==> config.mk <==
export PLATFORM = sky130hd
export DESIGN_NAME = debug_trace_collector
export DESIGN_NICKNAME = d
export VERILOG_FILES = /design/src/rtl/debug_trace_collector.sv
export SDC_FILE = /design/constraint.sdc
export NUM_CORES = 1
export LEC_CHECK = 0
export ABC_CLOCK_PERIOD_IN_PS = 13440
export CAP_MARGIN = 20
export CORE_MARGIN = 2
export CORE_UTILIZATION = 57
export CTS_CLUSTER_DIAMETER = 80
export DETAILED_ROUTE_END_ITERATION = 10
export PLACE_DENSITY_LB_ADDON = 0.3
export SYNTH_ARGS = -nofsm -noshare
export SYNTH_HDL_FRONTEND = slang
export SYNTH_SLANG_ARGS = --single-unit
==> constraint.sdc <==
create_clock -name i_clock -period 13.44 [get_ports i_clock]
set_clock_uncertainty 0.15 [all_clocks]
set_input_delay 3.36 -clock i_clock [delete_from_list [all_inputs] [get_ports i_clock]]
set_output_delay 3.36 -clock i_clock [all_outputs]
set_load 0.05 [all_outputs]
==> src/rtl/debug_trace_collector.sv <==
// debug_trace_collector
// Retirement-end consumer of the debug pipeline side-channel. Each cycle it
// samples the tick/instruction pair leaving the last debug pipeline register.
// Bubbles (inst == 0) and stalled cycles are ignored. Retired instructions go
// into a circular FIFO, which drains over a valid/ready word stream. Entries
// that arrive while the FIFO is full are dropped and counted.
//
// Build option: define DEBUG_TRACE_TIMESTAMP_EN to store the tick with each
// entry and send every entry as two beats (tick, then inst). When it is left
// undefined, each entry is a single inst beat.
//
// Ports:
//   i_clock      rising-edge clock
//   i_reset      synchronous active-low reset
//   i_stall      pipeline stall; the input pair is a held copy and is ignored
//   i_dbgTick    tick number of the retiring instruction
//   i_dbgInst    retiring instruction; zero marks a bubble or flush
//   o_trcData    trace word
//   o_trcValid   trace word valid
//   o_trcLast    last word of the current entry
//   i_trcReady   trace sink accepts the word
//   i_clear      clears the overflow flag and the drop counter
//   o_overflow   sticky flag: at least one entry dropped
//   o_dropCount  dropped entries, saturating at 16'hFFFF
//   o_level      number of entries currently stored
module debug_trace_collector #(
  parameter int unsigned DEPTH = 16
) (
  input  logic                     i_clock,
  input  logic                     i_reset,
  input  logic                     i_stall,
  input  logic [31:0]              i_dbgTick,
  input  logic [31:0]              i_dbgInst,
  output logic [31:0]              o_trcData,
  output logic                     o_trcValid,
  output logic                     o_trcLast,
  input  logic                     i_trcReady,
  input  logic                     i_clear,
  output logic                     o_overflow,
  output logic [15:0]              o_dropCount,
  output logic [$clog2(DEPTH):0]   o_level
);

  localparam int unsigned PTR_W  = $clog2(DEPTH);
  localparam int unsigned LVL_W  = PTR_W + 1;
  localparam int unsigned WORD_W = 32;
`ifdef DEBUG_TRACE_TIMESTAMP_EN
  localparam int unsigned ENTRY_W = 2 * WORD_W;
`else
  localparam int unsigned ENTRY_W = WORD_W;
`endif

  logic [ENTRY_W-1:0] mem_q [DEPTH];
  logic [PTR_W-1:0]   wr_ptr_q, wr_ptr_d;
  logic [PTR_W-1:0]   rd_ptr_q, rd_ptr_d;
  logic [LVL_W-1:0]   level_q, level_d;
  logic               overflow_q, overflow_d;
  logic [15:0]        drop_cnt_q, drop_cnt_d;

  logic               push_c;
  logic               full_c;
  logic               push_ok_c;
  logic               drop_c;
  logic               pop_c;
  logic [ENTRY_W-1:0] head_c;
  logic [ENTRY_W-1:0] entry_c;

`ifdef DEBUG_TRACE_TIMESTAMP_EN
  typedef enum logic {BEAT_TICK = 1'b0, BEAT_INST = 1'b1} beat_e;
  beat_e beat_q, beat_d;
  assign entry_c = {i_dbgTick, i_dbgInst};
`else
  // The tick is not stored in this build.
  logic unused_tick_c;
  assign unused_tick_c = ^i_dbgTick;
  assign entry_c       = i_dbgInst;
`endif

  // Capture qualification. "Full" uses the pre-edge level, so a pop in the
  // same cycle does not make room for the new entry.
  assign push_c    = i_reset & ~i_stall & (i_dbgInst != '0);
  assign full_c    = (level_q == LVL_W'(DEPTH));
  assign push_ok_c = push_c & ~full_c;
  assign drop_c    = push_c & full_c;
  assign head_c    = mem_q[rd_ptr_q];

  assign o_trcValid  = (level_q != '0);
  assign o_level     = level_q;
  assign o_overflow  = overflow_q;
  assign o_dropCount = drop_cnt_q;

  // Beat sequencing and trace word selection. The words come only from
  // registered state, which keeps them stable while the sink holds off.
  always_comb begin
    pop_c     = 1'b0;
    o_trcData = '0;
    o_trcLast = 1'b0;
`ifdef DEBUG_TRACE_TIMESTAMP_EN
    beat_d    = beat_q;
    if (o_trcValid) begin
      case (beat_q)
        BEAT_TICK: begin
          o_trcData = head_c[ENTRY_W-1:WORD_W];
          if (i_trcReady) beat_d = BEAT_INST;
        end
        BEAT_INST: begin
          o_trcData = head_c[WORD_W-1:0];
          o_trcLast = 1'b1;
          if (i_trcReady) begin
            beat_d = BEAT_TICK;
            pop_c  = 1'b1;
          end
        end
        default: beat_d = BEAT_TICK;
      endcase
    end
`else
    if (o_trcValid) begin
      o_trcData = head_c;
      o_trcLast = 1'b1;
      pop_c     = i_trcReady;
    end
`endif
  end

  // Pointer, level and drop bookkeeping. A clear wins over a drop in the same cycle.
  always_comb begin
    wr_ptr_d   = wr_ptr_q;
    rd_ptr_d   = rd_ptr_q;
    level_d    = level_q + LVL_W'(push_ok_c) - LVL_W'(pop_c);
    overflow_d = overflow_q;
    drop_cnt_d = drop_cnt_q;
    if (push_ok_c) wr_ptr_d = wr_ptr_q + PTR_W'(1);
    if (pop_c)     rd_ptr_d = rd_ptr_q + PTR_W'(1);
    if (i_clear) begin
      overflow_d = 1'b0;
      drop_cnt_d = '0;
    end else if (drop_c) begin
      overflow_d = 1'b1;
      if (drop_cnt_q != 16'hFFFF) drop_cnt_d = drop_cnt_q + 16'd1;
    end
  end

  // State registers.
  always_ff @(posedge i_clock) begin
    if (!i_reset) begin
      wr_ptr_q   <= '0;
      rd_ptr_q   <= '0;
      level_q    <= '0;
      overflow_q <= 1'b0;
      drop_cnt_q <= '0;
`ifdef DEBUG_TRACE_TIMESTAMP_EN
      beat_q     <= BEAT_TICK;
`endif
    end else begin
      wr_ptr_q   <= wr_ptr_d;
      rd_ptr_q   <= rd_ptr_d;
      level_q    <= level_d;
      overflow_q <= overflow_d;
      drop_cnt_q <= drop_cnt_d;
`ifdef DEBUG_TRACE_TIMESTAMP_EN
      beat_q     <= beat_d;
`endif
    end
  end

  // Entry storage. It is not reset; the outputs are gated by the level.
  always_ff @(posedge i_clock) begin
    if (push_ok_c) mem_q[wr_ptr_q] <= entry_c;
  end

endmodule
Yosys cells after proc, flatten, opt, wreduce, memory -nomap -nowiden
Memories as Yosys holds them, arrays and structs flattened. A register that Yosys moved wholly into a read port is not among the register bits.
Cells that the tools add are included.
Widths: inputs -> output; s select.
{ "totals": {"register_bits": 30, "ram_bits": 512, "in_bits": 69, "output_inout_bits": 56, "elab_cells": 31, "mem_count": 1} }
{ "op_classes": {"addsub": 5, "n_eq_ne": 2, "n_mux": 7, "bitwise_logic": 7, "reduce_logical": 4} }
{ "memory_table": {"columns": ["memory", "words", "width", "rd", "rd_ports_with_merged_regs", "write_ports", "line", "text"], "rows": [
  ["mem_q", 16, 32, 1, 1, 1, "53", "logic [ENTRY_W-1:0] mem_q [DEPTH];"]
]} }
{ "ops": {"columns": ["cell", "n"], "rows": [
  ["$mux 32", 1],
  ["$reduce_bool 32->1", 1],
  ["$add 16x1->16 const B", 1],
  ["$ne 16x16->1 const B", 1],
  ["$add 4x1->4 const B", 2],
  ["$mux 4", 2],
  ["$add 5x1->5", 1],
  ["$eq 5x5->1 const B", 1],
  ["$reduce_bool 5->1", 1],
  ["$sub 5x1->5", 1],
  ["$and 1x1->1", 4],
  ["$mux 1", 4],
  ["$not 1->1", 3],
  ["$reduce_and 2->1", 1],
  ["$reduce_or 2->1", 1]
]} }

Longest topological paths before layout
{ "depth": {"ltp_word": 6, "depth_mapped": 16, "ltp_nobuf": 15} }

Worst setup path before layout
No wires, ideal clock.
{ "synth_timing": {"path_kind": "input -> register", "startpoint": "in i_reset", "endpoint": "mem mem_q[3][0] in the netlist's numbering, enable pin", "setup_time_ns": 0.461, "arrival_ns": 6.390, "required_time_ns": 12.829, "slack_ns": 6.439, "path_stages": 5, "n_path_buf": 1, "path_cell_list": "clkbuf_1 nand2b_1 a211oi_1 nand2_1 nor3_1"} }
{ "synth_between": {"elab_chain_cells": 5} }
{ "synth_rtl": {"columns": ["item", "line", "text"], "rows": [
  ["start, declared", "30", "input logic i_reset,"],
  ["$and 1x1->1 (2 in a row)", "81", "assign push_c = i_reset & ~i_stall & (i_dbgInst != '0);"],
  ["$and 1x1->1", "83", "assign push_ok_c = push_c & ~full_c;"],
  ["$mux 1", "169", "if (push_ok_c) mem_q[wr_ptr_q] <= entry_c;"],
  ["$mux 1 (not written as such)", "169", null],
  ["end, declared", "53", null]
]} }
No other way between the ends.

==> results.py <==
metrics = {
    "drt": {
        "ant_nets": 0,
        "wl_per_cell_um": 28.08,
        "drt_iter0_markers": 908,
        "drt-pass1-iter-count": 6,
        "num_vias": 10120,
        "via_per_inst": 6.325,
        "drc_errors": 0,
        "wirelength_mm": 44.93,
    },
    "cts": {
        "cts.sink_count": 546,
        "htree_levels": 2,
        "numCtsBuffers": 52,
        "cts_tree": "built",
        "postCtsHoldBufs": 0,
        "clk_pin_slew_ps": 60,
        "cts_root_buf": "clkbuf_16",
        "cts_buffer_depth": 3,
        "ctsResizeCount": 0,
        "post_cts_buffers": 0,
        "clock_latency_ps": 560,
    },
    "power": {
        "p_per_area_nw_per_um2": 186.0,
        "peakVddDrop_uv": 197.3,
        "power.leakage_nw": 7.571,
    },
    "placement": {
        "dp_slack_ps": 5921,
        "io_buffer_count": 92,
        "hpwlAfterDp_mm": 21.90,
        "gp_congestion": 0.8361,
    },
    "die": {
        "dieArea_um2": 38980,
        "die_y_um": 197.4,
        "start_util": 0.5812,
        "rows": 70,
        "core_area_um2": 36700,
        "io_pins": 125,
        "die_w_um": 197.4,
    },
    "sta": {
        "rsz0062_at_grt": "false",
        "setup_viol": 0,
        "fin_ws_ps": 5468,
        "max_freq_mhz": 125.4,
        "final_max_slew_viol_count": 0,
        "fin_crit_ps": 7972,
        "worst_slew_pin_slew_ps": 1148,
        "relSlewSlack": 0.2343,
        "timing.final.crit_share": 0.5932,
        "setup_tns_ps": 0,
        "hold_viol_final": 0,
    },
    "global_routing": {
        "grt_pass1_vias": 10730,
        "overflow": 0,
        "grt_start_max_net_pins": 69,
        "grt_use_total": 0.2392,
        "grt_pass1_wl_mm": 67.12,
        "antenna_found_initial": 3,
    },
    "logic_synthesis": {
        "synth-async-reset-ratio": 0,
        "seq_area_frac_synth": 0.7528,
        "synth_nets": 1054,
        "synth-seq-cells": 546,
        "synth.most_common_cell": "edfxtp_1",
        "syn_area_um2": 21330,
        "synth_top_cell_area_share": 0.7209,
        "avgSynthCellArea_um2": 21.94,
        "yosysTopAreaCell": "edfxtp_1",
        "synth_cell_types": 45,
        "synth_edf_count": 512,
        "synth_warnings": 0,
        "synth-main-ff-cell": "edfxtp_1",
        "netlist_top_cells_area": "edfxtp_1 72%, mux4_2 17%, dfxtp_1 3.2%, and2_1 1.1%, ha_1 0.70%",
        "yosys-top-cells-count": "512 x edfxtp_1, 160 x mux4_2, 39 x and2_1",
        "netlist_instances": 972,
    },
    "worst_hold_path": {
        "min_path_type": "flop to flop",
        "hold_start": "o_overflow$_SDFFE_PP0P_",
        "whs_endpoint": "o_overflow$_SDFFE_PP0P_",
        "holdPathStages": 2,
    },
    "flow_run": {
        "cap_violations": 0,
    },
    "worst_setup_path": {
        "critPathMaxFanout": 47,
        "r2r-end": "o_level[4]$_SDFF_PN0_",
        "ff2ff_path_depth": 15,
        "reg2reg_slack_ps": 9820,
        "critical_path_class": "flop to output pin",
        "r2r_start": "o_level[2]$_SDFF_PN0_",
        "crit_path_end_kind": "output pin",
        "cp_data_required_time_ps": 9930,
        "start_kind": "flop",
        "critPathArrivalTime_ps": 4460,
    },
    "outcome": {
        "status": "completed",
    },
    "cells_and_area": {
        "area_growth_pct": 15.31,
        "nets": 1171,
        "drive_gt1_frac": 0.2540,
    },
}
-- critical path: stages (launching register included) --
cell and delay [ps]:
dfxtp_4 930, buf_4 870, mux4_2 610, mux4_2 520, and2_1 180, clkdlybuf4s50_1 690
-- how the worst max path moves through the flow --
stage / to / slack, ps / cells past startpoint
after floorplan: mem_q[3][0]$_DFFE_PP_ / 6440 / 5
after global placement: o_trcData[17] / 5950 / 5
after detailed placement: o_trcData[14] / 5920 / 5
after CTS: o_trcData[14] / 5320 / 5
after global routing: o_trcData[14] / 5150 / 5
final: o_trcData[14] / 5470 / 5
-- through the flow --
stage | hold slack, ps | instance area (um2) | instances | power, mW | util
2_1_floorplan | 326.9 | 21330 | 972 | 2.813 | -
3_3_place_gp | 306.6 | 22730 | 1498 | 3.104 | 0.6193
3_5_place_dp | 324.5 | 22730 | 1498 | 3.120 | 0.6193
4_1_cts | 343.6 | 24490 | 1593 | 4.612 | 0.6673
5_1_grt | 378.3 | 24590 | 1599 | 4.716 | 0.6701
6_report | 336.9 | 24590 | 1600 | 4.573 | 0.6701
-- cell families (layout without fill, tap and decap cells) --
group	Yosys count	after routing	share of synthesized area
DFF	546	546	0.7528
buffers and inverters	64	222	0.01478
muxes	163	163	0.1704
adders and majority gates	13	13	0.007978
other	0	2	0
AOI/OAI and AO/OA	45	45	0.01355
xor gates and xnor gates	6	6	0.002464
and+or+nand+nor	135	135	0.03807
-- flip-flops by register name, summed over array words and instances (netlist names), named ones only --
| signal | count |
|---|---|
| rd_ptr_q | 4 |
| o_dropCount | 16 |
| o_level | 5 |
| o_overflow | 1 |
| mem_q | 512 |
| wr_ptr_q | 4 |
-- routing by layer --
layer / global-route usage / wire length (um)
met1: 0.3236 / 17470
met2: 0.4099 / 23100
met3: 0.03688 / 3339
met4: 0.06990 / 1010
met5: 0 / 13
-- where the power goes --
group | leakage [nW] | switching (mW) | internal (mW)
Combinational | 1.83 | 0.595 | 0.501
Clock | 0.852 | 0.617 | 0.886
Sequential | 4.89 | 0.0745 | 1.90
Total | 7.57 | 1.29 | 3.29
-- placed cells by master, fill, tap and decap left out, types with 3 or more instances in the layout --
master | synthesis | layout
or4_1 | 8 | 8
buf_4 | 11 | 15
clkbuf_1 | 22 | 5
dfxtp_1 | 34 | 30
ha_1 | 12 | 12
and4_1 | 3 | 3
xnor2_1 | 3 | 3
clkinv_2 | 0 | 11
nand4_1 | 6 | 6
a21oi_1 | 16 | 16
clkinv_1 | 0 | 8
and2_1 | 39 | 39
and3_2 | 0 | 15
nor2_1 | 7 | 7
xor2_1 | 3 | 3
edfxtp_1 | 512 | 512
inv_1 | 15 | 15
o31ai_1 | 8 | 8
clkbuf_16 | 0 | 53
buf_12 | 0 | 5
nand3_1 | 8 | 8
nand2_1 | 15 | 15
o211ai_1 | 3 | 3
o21ai_0 | 9 | 9
mux2i_1 | 3 | 3
or3_1 | 4 | 4
nor4_1 | 9 | 9
clkdlybuf4s50_1 | 0 | 92
nor2b_1 | 7 | 7
clkinvlp_4 | 0 | 6
bufinv_16 | 0 | 8
mux4_2 | 160 | 160
-- final cells by class --
type                       instances  area, um2
sequential                       546      16070
tap                              468      585.6
clock inverter                    35      387.9
antenna                            2      5.005
inverter                          15      56.30
fill                            2257      12110
multi-input combinational        362       4986
clock buffer                      60       1373
timing repair buffer             112       1134
Note: power is estimated with default switching activity, not from simulation.
